**config.mk**
```make
export PLATFORM = sky130hd
export DESIGN_NAME = tnn_frame_sequencer
export DESIGN_NICKNAME = d
export VERILOG_FILES = /design/src/rtl/tnn_frame_sequencer.sv
export SDC_FILE = /design/constraint.sdc
export NUM_CORES = 1
export LEC_CHECK = 0
export CAP_MARGIN = 20
export CELL_PAD_IN_SITES_DETAIL_PLACEMENT = 0
export CELL_PAD_IN_SITES_GLOBAL_PLACEMENT = 2
export CORE_ASPECT_RATIO = 1.4
export CORE_MARGIN = 2
export CORE_UTILIZATION = 30
export DETAILED_ROUTE_END_ITERATION = 10
export PLACE_DENSITY = 0.77
export SETUP_SLACK_MARGIN = 0.15
export SLEW_MARGIN = 20
export SYNTH_ARGS = -nofsm -noshare
export SYNTH_HDL_FRONTEND = slang
export SYNTH_SLANG_ARGS = --single-unit
```
**constraint.sdc**
```tcl
create_clock -name clk -period 2.1 [get_ports clk]
set_input_delay 0.315 -clock clk [delete_from_list [all_inputs] [get_ports clk]]
set_output_delay 0.315 -clock clk [all_outputs]
set_load 0.01 [all_outputs]
```
**src/rtl/tnn_frame_sequencer.sv**
```systemverilog
// Serial feature collector and valid/ready result channel for a combinational TNN core.
// Define TNN_FRAME_STATS_EN to add saturating stat_frames/stat_pos/stat_err counters.
module tnn_frame_sequencer #(
  parameter int NUM_FEATURES = 5,
  parameter int FEAT_W       = 2,
  parameter int EVAL_CYCLES  = 2,
  parameter int CNT_W        = 16
) (
  input  logic                           clk,
  input  logic                           rst_n,
  input  logic                           s_valid,
  output logic                           s_ready,
  input  logic [FEAT_W-1:0]              s_data,
  input  logic                           s_last,
  output logic [NUM_FEATURES*FEAT_W-1:0] feat_vec,
  input  logic                           core_out,
  output logic                           m_valid,
  input  logic                           m_ready,
  output logic                           m_class,
  output logic                           m_err,
`ifdef TNN_FRAME_STATS_EN
  output logic [CNT_W-1:0]               stat_frames,
  output logic [CNT_W-1:0]               stat_pos,
  output logic [CNT_W-1:0]               stat_err,
`endif
  output logic                           busy
);

  localparam int IDX_W = $clog2(NUM_FEATURES);
  localparam int WC_W  = $clog2(EVAL_CYCLES + 1);
  localparam logic [IDX_W-1:0] LAST = IDX_W'(NUM_FEATURES - 1);
  localparam logic [WC_W-1:0]  WLAST = WC_W'(EVAL_CYCLES - 1);

  if (NUM_FEATURES < 2) begin : g_bad_nf
    $error("NUM_FEATURES must be >= 2");
  end
  if (EVAL_CYCLES < 1) begin : g_bad_ec
    $error("EVAL_CYCLES must be >= 1");
  end
  if (CNT_W < 1) begin : g_bad_cw
    $error("CNT_W must be >= 1");
  end

  typedef enum logic [1:0] {
    COLLECT,
    DRAIN,
    EVAL,
    HOLD
  } state_t;

  state_t                          state, state_nxt;
  logic [IDX_W-1:0]                idx, idx_nxt;
  logic [WC_W-1:0]                 wcnt, wcnt_nxt;
  logic [NUM_FEATURES*FEAT_W-1:0]  vec_nxt;
  logic                            err_flag, err_nxt;
  logic                            mv_nxt, mc_nxt, me_nxt;

  always_ff @(posedge clk or negedge rst_n) begin
    if (!rst_n) begin
      state    <= COLLECT;
      idx      <= '0;
      wcnt     <= '0;
      feat_vec <= '0;
      err_flag <= 1'b0;
      m_valid  <= 1'b0;
      m_class  <= 1'b0;
      m_err    <= 1'b0;
    end else begin
      state    <= state_nxt;
      idx      <= idx_nxt;
      wcnt     <= wcnt_nxt;
      feat_vec <= vec_nxt;
      err_flag <= err_nxt;
      m_valid  <= mv_nxt;
      m_class  <= mc_nxt;
      m_err    <= me_nxt;
    end
  end

  always_comb begin
    state_nxt = state;
    idx_nxt   = idx;
    wcnt_nxt  = wcnt;
    vec_nxt   = feat_vec;
    err_nxt   = err_flag;
    mv_nxt    = m_valid;
    mc_nxt    = m_class;
    me_nxt    = m_err;
    s_ready   = 1'b0;
    unique case (state)
      COLLECT: begin
        s_ready = 1'b1;
        if (s_valid) begin
          vec_nxt[int'(idx)*FEAT_W +: FEAT_W] = s_data;
          if (s_last) begin
            // A short frame must not leak stale slots from the previous frame.
            if (idx != LAST) begin
              err_nxt = 1'b1;
              for (int k = 0; k < NUM_FEATURES; k++) begin
                if (k > int'(idx)) vec_nxt[k*FEAT_W +: FEAT_W] = '0;
              end
            end
            wcnt_nxt  = '0;
            state_nxt = EVAL;
          end else if (idx == LAST) begin
            err_nxt   = 1'b1;
            state_nxt = DRAIN;
          end else begin
            idx_nxt = idx + 1'b1;
          end
        end
      end
      DRAIN: begin
        s_ready = 1'b1;
        if (s_valid && s_last) begin
          wcnt_nxt  = '0;
          state_nxt = EVAL;
        end
      end
      EVAL: begin
        if (wcnt == WLAST) begin
          mv_nxt    = 1'b1;
          mc_nxt    = core_out;
          me_nxt    = err_flag;
          state_nxt = HOLD;
        end else begin
          wcnt_nxt = wcnt + 1'b1;
        end
      end
      HOLD: begin
        if (m_ready) begin
          mv_nxt    = 1'b0;
          idx_nxt   = '0;
          err_nxt   = 1'b0;
          state_nxt = COLLECT;
        end
      end
      default: state_nxt = COLLECT;
    endcase
  end

  assign busy = !((state == COLLECT) && (idx == '0));

`ifdef TNN_FRAME_STATS_EN
  logic hs;
  assign hs = m_valid & m_ready;

  always_ff @(posedge clk or negedge rst_n) begin
    if (!rst_n) begin
      stat_frames <= '0;
      stat_pos    <= '0;
      stat_err    <= '0;
    end else if (hs) begin
      if (stat_frames != '1) stat_frames <= stat_frames + 1'b1;
      if (m_class && stat_pos != '1) stat_pos <= stat_pos + 1'b1;
      if (m_err && stat_err != '1) stat_err <= stat_err + 1'b1;
    end
  end
`endif

endmodule

```
==> results.json <==
{
  "status": "finished clean",
  "worst-path-buf-inv": 2,
  "setup_tns_ps": 0,
  "die_area_sq_um": 5122,
  "startpoint_type": "flop",
  "worstPathCellList": "inv_1, ha_4, or2_2, dlygate4sd2_1",
  "period_minus_slack_ps": 1887,
  "hold_class": "primary input to asynchronous set/reset pin",
  "ys_ff_latch": 21,
  "syn_nets": 152,
  "synth_warnings": 0,
  "grt_pass1_wl_microns": 5313,
  "drv_slew": 0,
  "portBuffers": 22,
  "path_clk_slew_ps": 80,
  "die_w_microns": 61.06,
  "yosysSeqAreaShare": 0.3843,
  "maxCapViolations": 0,
  "cts_hold_buf": 0,
  "rsz0062_at_grt": "true",
  "syn-cell-area_sq_um": 1368,
  "synth_top_cell_area_share": 0.3843,
  "fin_crit_sh": 0.8983,
  "leakagePower_nw": 0.7090,
  "grt_pass1_vias": 1114,
  "clock_latency_ps": 260,
  "core_area_sq_um": 4463,
  "start_util": 0.3064,
  "crit_family": "buffers and inverters",
  "powerDensity_nw_per_um2": 1378,
  "post-route-drc-count": 0,
  "cp_slowest_cell": "dfrtp_1",
  "final_nets": 179,
  "r2r_start": "state[0]",
  "slew_headroom": 0.7035,
  "grt_usage": 0.1308,
  "synth_edf_count": 0,
  "crit_path_end_kind": "output port",
  "crit_path_max_incr_delay_ps": 380,
  "drt-initial-drc-count": 23,
  "worst_slew_pin_slew_ps": 444.7,
  "grt_max_degree": 22,
  "setup_viol": 0,
  "wl_microns": 3065,
  "cts-root-buf": "clkbuf_8",
  "max_freq_mhz": 530.1,
  "synth_flop_cell": "dfrtp_1",
  "synth_cells": 135,
  "layout-drive-gt1-share": 0.1801,
  "gp_congestion": 0.7924,
  "synth.area.top_cells": "dfrtp_1 38%, ha_1 8.2%, mux2_2 3.3%, mux2i_1 2.9%, inv_1 2.7%",
  "ir_worst_vdd_uv": 529.8,
  "antenna_cells": 0,
  "grt_antenna_before_repair": 0,
  "clockBufferDepth": 2,
  "finalHoldViolCount": 0,
  "syn2layout_area_growth_pct": 27.17,
  "io_pins": 23,
  "cts-buffers-inserted": 3,
  "wire_per_inst_microns": 13.74,
  "vias": 1098,
  "crit_path_start": "state[0]",
  "setup_ws_ps": 213.5,
  "dp_slack_ps": 35.58,
  "synth_cell_types": 46,
  "rows": 29,
  "crit_type": "flop to output port",
  "final_util": 0.3897,
  "drtAntennaViolNets": 0,
  "async_flop_share": 1.000,
  "crit_path_max_fanout": 13,
  "clock_skew_ps": 3.728,
  "layout_common_cells": "20 x dfrtp_1, 20 x clkdlybuf4s50_1, 9 x inv_1, 9 x buf_4, 7 x nand2_1",
  "yosysTopAreaCell": "dfrtp_1",
  "dieHeight_microns": 83.89,
  "postSynthAreaPerCell_sq_um": 10.13,
  "via_per_inst": 4.924,
  "grt-ovfl-total": 0,
  "cp_data_required_time_ps": 1780,
  "drtPass1Iterations": 4,
  "htreeDepth": 1,
  "hpwlAfterDp_microns": 2355,
  "cts_tree": "done",
  "numClockSinks": 21,
  "crit_arrival_ps": 1570
}
-- sequential cells by signal (all words and copies together), names as in the netlist --
register  flops
wcnt          2
idx           3
err_flag      1
m_valid       1
state         2
m_class       1
m_err         1
feat_vec     10
-- stage by stage --
stage | cells | hold WS (ps) | power, W | instance area (sq um)
2_1_floorplan | 135 | 19.41 | 0.001619 | 1370
5_1_grt | 223 | 425.5 | 0.002614 | 1739
3_5_place_dp | 216 | 493.4 | 0.002089 | 1653
3_3_place_gp | 216 | 479.0 | 0.002048 | 1653
6_report | 223 | 401.7 | 0.002397 | 1739
4_1_cts | 221 | 407.8 | 0.002407 | 1720
-- cell families (layout without fill, tap and decap cells) --
group / after synthesis / count (layout) / share of synthesized area
xor+xnor: 1 / 1 / 0.006406
simple gates: 44 / 44 / 0.2104
flops: 21 / 21 / 0.3843
compound gates: 30 / 30 / 0.1555
mux: 10 / 10 / 0.08417
buf+inv: 19 / 45 / 0.06954
fa+ha+maj: 10 / 10 / 0.08966
-- synthesized netlist by cell type, types with 4 or more instances --
cell type	instances
o21ai_0	6
inv_1	10
buf_2	4
ha_1	9
o211ai_1	4
mux2i_1	4
nand2_1	7
a21oi_1	5
mux2_2	4
nand3_1	5
nor2b_1	6
dfrtp_1	21
-- report_power, final --
group	internal, W	switching (W)
registers	0.000563	0.000113
logic	0.000712	0.000745
clock network	0.000132	0.000132
-- worst paths after layout --
check	end	slack, ps	cells past startpoint
worst max-delay path	s_ready	210	4
worst min-delay path	wcnt[1]	400	2
worst max register to register	feat_vec[4]	260	6
worst min register to register	feat_vec[1]	510	1
max in group asynchronous	idx[2]	1460	2
min in group clk	feat_vec[1]	510	1
-- worst reg2reg max path, delay by kind of cell, from the launching register on --
| family | cells | cell delay, ps |
|---|---|---|
| flops | 1 | 410 |
| fa+ha+maj | 1 | 240 |
| simple gates | 1 | 240 |
| mux | 1 | 250 |
| buf+inv | 2 | 330 |
| compound gates | 1 | 270 |
-- routing by layer --
metal	up-vias	share of wire	track usage	wire (microns)
li1	543	-	-	-
met1	535	0.42	0.1683	1290
met2	18	0.55	0.2253	1682
met3	2	0.025	0.02016	77
met4	0	0.0049	0.02372	15
met5	-	0	0	0
-- repair_timing --
action                     4_1_cts  5_1_grt
pin swaps                        0        1
setup endpoints to repair        8        9
buffers inserted                 1        2
gates resized for setup          6        2
-- layout make-up --
type / instances / area (sq um)
Clock buffer: 3 / 41.29
Clock inverter: 1 / 5.005
Fill cell: 479 / 2724
Inverter: 10 / 37.54
Multi-Input combinational cell: 95 / 765.7
Sequential cell: 21 / 526.8
Tap cell: 62 / 77.57
Timing Repair Buffer: 31 / 285.3
Note: power is estimated with default switching activity, not from simulation.
